### src/rtl/logic_unit_q.sv
// Registered bitwise logic unit with an optional accumulator as operand A.
// Each result, with its zero and parity flags, is queued in a DEPTH-entry output FIFO.
module logic_unit_q #(
    parameter int WIDTH = 4,
    parameter int DEPTH = 2
) (
    input  logic                         clk,
    input  logic                         reset,
    input  logic                         in_valid,
    output logic                         in_ready,
    input  logic [WIDTH-1:0]             in_a,
    input  logic [WIDTH-1:0]             in_b,
    input  logic [2:0]                   in_op,
    input  logic                         in_acc,
    input  logic                         acc_clr,
    output logic                         out_valid,
    input  logic                         out_ready,
    output logic [WIDTH-1:0]             out_y,
    output logic                         out_zero,
    output logic                         out_parity,
    output logic [$clog2(DEPTH+1)-1:0]   level
);

    localparam int AW = (DEPTH > 1) ? $clog2(DEPTH) : 1;
    localparam int LW = $clog2(DEPTH + 1);
    localparam int EW = WIDTH + 2;
    localparam logic [AW-1:0] PTR_ONE  = AW'(1);
    localparam logic [LW-1:0] LVL_ONE  = LW'(1);
    localparam logic [LW-1:0] LVL_FULL = LW'(DEPTH);

    function automatic logic calc_parity(input logic [WIDTH-1:0] v);
        return ^v;
    endfunction

    logic [WIDTH-1:0] acc_r;
    logic [EW-1:0]    mem_r [DEPTH];
    logic [AW-1:0]    wr_ptr_r;
    logic [AW-1:0]    rd_ptr_r;
    logic [LW-1:0]    level_r;

    logic [WIDTH-1:0] acc_eff_s;
    logic [WIDTH-1:0] opa_s;
    logic [WIDTH-1:0] result_s;
    logic [EW-1:0]    entry_s;
    logic [EW-1:0]    head_s;
    logic             push_s;
    logic             pop_s;

    // in_ready depends only on registered occupancy, never on out_ready
    assign in_ready  = (level_r != LVL_FULL);
    assign out_valid = (level_r != {LW{1'b0}});
    assign level     = level_r;
    assign push_s    = in_valid & in_ready;
    assign pop_s     = out_valid & out_ready;

    // Operand selection and bitwise operation
    always_comb begin
        acc_eff_s = {WIDTH{1'b0}};
        opa_s     = {WIDTH{1'b0}};
        result_s  = {WIDTH{1'b0}};
        if (acc_clr) begin
            acc_eff_s = {WIDTH{1'b0}};
        end else begin
            acc_eff_s = acc_r;
        end
        if (in_acc) begin
            opa_s = acc_eff_s;
        end else begin
            opa_s = in_a;
        end
        case (in_op)
            3'b000:  result_s = opa_s & in_b;
            3'b001:  result_s = opa_s | in_b;
            3'b010:  result_s = opa_s ^ in_b;
            3'b011:  result_s = ~(opa_s & in_b);
            3'b100:  result_s = ~(opa_s | in_b);
            3'b101:  result_s = ~(opa_s ^ in_b);
            3'b110:  result_s = opa_s & ~in_b;
            3'b111:  result_s = opa_s;
            default: result_s = opa_s;
        endcase
        entry_s = {result_s, (result_s == {WIDTH{1'b0}}), calc_parity(result_s)};
    end

    // Head read; an empty FIFO presents all-zero outputs
    always_comb begin
        head_s = {EW{1'b0}};
        if (out_valid) begin
            head_s = mem_r[rd_ptr_r];
        end else begin
            head_s = {EW{1'b0}};
        end
    end

    assign out_y      = head_s[EW-1:2];
    assign out_zero   = head_s[1];
    assign out_parity = head_s[0];

    // FIFO storage write
    always_ff @(posedge clk) begin
        if (push_s && !reset) begin
            mem_r[wr_ptr_r] <= entry_s;
        end
    end

    // Pointers, occupancy and accumulator; reset discards in-flight entries
    always_ff @(posedge clk) begin
        if (reset) begin
            wr_ptr_r <= {AW{1'b0}};
            rd_ptr_r <= {AW{1'b0}};
            level_r  <= {LW{1'b0}};
            acc_r    <= {WIDTH{1'b0}};
        end else begin
            if (push_s) begin
                wr_ptr_r <= wr_ptr_r + PTR_ONE;
            end
            if (pop_s) begin
                rd_ptr_r <= rd_ptr_r + PTR_ONE;
            end
            case ({push_s, pop_s})
                2'b10:   level_r <= level_r + LVL_ONE;
                2'b01:   level_r <= level_r - LVL_ONE;
                default: level_r <= level_r;
            endcase
            // an accepted accumulate op wins over a simultaneous clear
            if (push_s && in_acc) begin
                acc_r <= result_s;
            end else if (acc_clr) begin
                acc_r <= {WIDTH{1'b0}};
            end
        end
    end

endmodule

### config.mk
export PLATFORM = sky130hd
export DESIGN_NAME = logic_unit_q
export DESIGN_NICKNAME = d
export VERILOG_FILES = /design/src/rtl/logic_unit_q.sv
export SDC_FILE = /design/constraint.sdc
export NUM_CORES = 1
export LEC_CHECK = 0
export BUFFER_PORTS_ARGS = -buffer_cell sky130_fd_sc_hd__buf_4
export CAP_MARGIN = 20
export CORE_ASPECT_RATIO = 0.75
export CORE_MARGIN = 3
export CORE_UTILIZATION = 45
export DETAILED_ROUTE_END_ITERATION = 12
export HOLD_SLACK_MARGIN = 0.05
export PLACE_DENSITY = 0.69
export SLEW_MARGIN = 15
export SYNTH_ARGS = -nofsm -noshare
export SYNTH_HDL_FRONTEND = slang
export SYNTH_SLANG_ARGS = --single-unit
### constraint.sdc
create_clock -name clk -period 5 [get_ports clk]
set_clock_uncertainty 0.2 [all_clocks]
set_input_delay 1 -clock clk [delete_from_list [all_inputs] [get_ports clk]]
set_output_delay 1 -clock clk [all_outputs]
set_load 0.005 [all_outputs]
==> metrics.md <==
| Metric | Value |
|---|---|
| Final setup viols | `0` |
| CTS Buf Count | `3` |
| Post-Route WL | `3.04 mm` |
| Syn Area/Cell | `9.50 µm²` |
| Layout cells sized above 1 | `approximately 20%` |
| Post-cts resize count | `0` |
| H-Tree Depth | `1` |
| Async S/R FF share, synth | `0%` |
| Die Y | `roughly 56 µm` |
| Critical path startpoint category | `input port` |
| Post-DR wirelength/cell | `roughly 14 µm` |
| Fin crit share | `between 60% and 70%` |
| Hold Path Origin | `rd_ptr_r` |
| Synth area leader | `edfxtp_1` |
| Final Critical Period | `~3.4 ns` |
| FF+latch count, synth | `21` |
| Sum Neg Setup Slack | `0 ns` |
| WL met1 | `about 1.4 mm` |
| RSZ-0062 raised after global routing | `false` |
| Flop2flop setup slack | `2.13 ns` |
| Post-route cell area | `1750 µm²` |
| Post-Syn Area | `between 1500 and 2000 µm²` |
| Routed vias/inst | `5.58` |
| Top post-synthesis cells by area | `edfxtp_1 24%, ha_1 12%, dfxtp_1 12%` |
| Synth Warn # | `0` |
| Peak supply drop | `0.262 mV` |
| Pwr per Cell Area | `about 340 nW/µm²` |
| Top routing layer in use | `met3` |
| GRT Resource Usage Total | `between 10% and 20%` |
| Std cell rows | `17` |
| TritonCTS clock tree | `yes` |
| DRT iter0 DRCs | `slightly below 60` |
| Met3 WL | `about 160 µm` |
| DP HPWL | `2.41 mm` |
| Die Width | `~73 µm` |
| CP dominant cell by count | `ha_1` |
| Worst Hold Path Cells | `2` |
| Setup crit start | `in_acc` |
| Worst min-delay path class | `reg2reg` |
| Crit path DAT | `around 3.2 ns` |
| Seq/Total Area, Yosys | `around 35%` |
| Status | `finished, final reports clean` |
| Slew Limit Headroom | `approximately 38%` |
| Starting density of the core | `between 40% and 50%` |
| Die Area | `4140 µm²` |
| First-pass iteration count of the detailed router | `4` |
| Largest net degree at the start of global routing | `29` |
| Fin nets | `~210` |
| Netlist cell types | `42` |
| Post-CTS Hold Fix Bufs | `0` |
| Initial antenna violation count | `0` |
| Dpl cell area | `between 1500 and 2000 µm²` |
| CTS max path bufs | `2` |
| Worst-Skew Late Latency | `between 0.2 and 0.3 ns` |
| Top-count cell post-synth | `nor2_1` |
| Top cells by count, synth | `19 x nor2_1, 15 x ha_1, 12 x edfxtp_1, 11 x inv_1, 9 x dfxtp_1` |
| Main synth FF type | `edfxtp_1` |
| CTS Root Cell | `clkbuf_8` |
| CP max stage cell | `mux2_2` |
| Diode count | `0` |
| Req. time, crit path | `about 4.8 ns` |
| Final Hold Vio Count | `0` |
| I/O pins | `27` |
| Port Buffers | `26` |
| Clk sinks | `21` |
| Final weighted congestion in routability-driven placement | `between 0.7 and 0.8` |
| GRT overflow | `0` |
| Post-Syn Instances | `161` |
| Setup Buffers After CTS | `0` |
| Crit path largest cell delay | `between 0.3 and 0.4 ns` |
| Vias in the first global route | `1,091` |
| Final slew viol count | `0` |
| Syn Nets | `about 190` |
| Post-synth top area share | `around a quarter` |
| Crit. End Element | `flip-flop` |
| P&R area growth vs syn | `14.7%` |
| P_leak | `between 0.7 and 0.8 nW` |
| Max-Cap Viols | `0` |
| Peak Freq | `a little under 0.3 GHz` |
| Core footprint | `between 3000 and 4000 µm²` |
| Worst r2r src | `acc_r[2]` |
| Met2 routed WL | `between 1 and 1.5 mm` |
| Worst R2R End | `mem_r[1][0]` |
| Vias | `about 1,200` |
| Post-DRT Antenna Nets | `0` |
| Setup CP Type | `in2reg` |
| Worst slew pin tran | `between 0.9 and 1 ns` |
| First-pass GRT wire length | `approximately 4.8 mm` |
| R2R depth | `9` |
| Number of flops mapped to enable cells by yosys | `12` |
| DR DRC count | `0` |
| Crit Path Max Fanout | `7` |
| Worst-path clk slew | `roughly 0.070 ns` |
| Critical Path, Cell by Cell | `buf_4 > mux2_2 > ha_1 > or3b_1 > a21oi_2 > a221oi_2 > or2_2 > ha_1 > xor2_1` |
==> layout make-up <==
type	count	area, µm²
Multi-Input combinational cell	119	885
Sequential cell	21	541
Clock buffer	4	45.0
Inverter	11	41.3
Timing Repair Buffer	26	195
Fill cell	267	1330
Tap cell	38	47.5
==> layout by cell type, fill, tap and decap left out, types with 4 or more instances in the layout <==
cell,n
o211ai_1,4
edfxtp_1,12
mux2i_1,8
nor2b_1,7
nand2_1,5
ha_1,15
dfxtp_1,9
inv_1,11
a21oi_1,7
nand3b_1,6
buf_4,26
nor2_1,19
==> registers in the layout (all words and copies together), names as in the netlist, named ones only <==
signal,cells
level,2
mem_r,12
rd_ptr_r,1
acc_r,4
wr_ptr_r,1
==> worst max-delay path, delay by kind of cell <==
kind	cells	cell delay, ns
multiplexers	1	0.38
AO/OA/AOI/OAI	2	0.23
XOR/XNOR	1	0.17
buffers and inverters	1	0.13
adder cells (fa/ha/maj)	2	0.60
AND/OR/NAND/NOR	2	0.68
==> layer usage <==
| layer | up-vias | global-route usage (%) |
|---|---|---|
| li1 | 611 | - |
| met1 | 582 | 19.6 |
| met2 | 29 | 23.4 |
| met3 | 0 | 4.65 |
| met4 | 0 | 1.55 |
| met5 | - | 0 |
==> cells by family (layout without fill, tap and decap cells) <==
group	count (synthesis)	count (layout)	share of synthesized area [%]
xor+xnor	5	5	2.86
compound gates	28	28	13.9
buf+inv	21	41	6.79
simple gates	60	60	21.4
mux	11	11	7.45
flops	21	21	35.4
fa+ha+maj	15	15	12.3
==> worst max path at each step <==
stage / to / cells past startpoint
after global placement: mem_r[0][0] / 9
final: mem_r[1][0] / 9
after floorplan: mem_r[0][0] / 9
after global routing: mem_r[1][0] / 9
after CTS: mem_r[1][0] / 9
after detailed placement: mem_r[0][0] / 9
==> where the power goes <==
part | switching [mW] | total, mW | internal [mW]
combinational | 0.115 | 0.238 | 0.122
clock | 0.0507 | 0.107 | 0.0566
sequential | 0.0245 | 0.243 | 0.218
==> stage by stage <==
stage	hold WS (ns)	utilization, %	power, mW	instances	setup slack [ns]
6_report	0.319	56.9	0.588	219	1.62
3_3_place_gp	0.300	55.4	0.479	215	1.38
5_1_grt	0.354	56.9	0.633	219	1.56
3_5_place_dp	0.303	55.4	0.488	215	1.34
2_1_floorplan	0.281	-	0.394	161	1.40
4_1_cts	0.320	56.9	0.595	219	1.62
(Power assumes the default switching activity.)
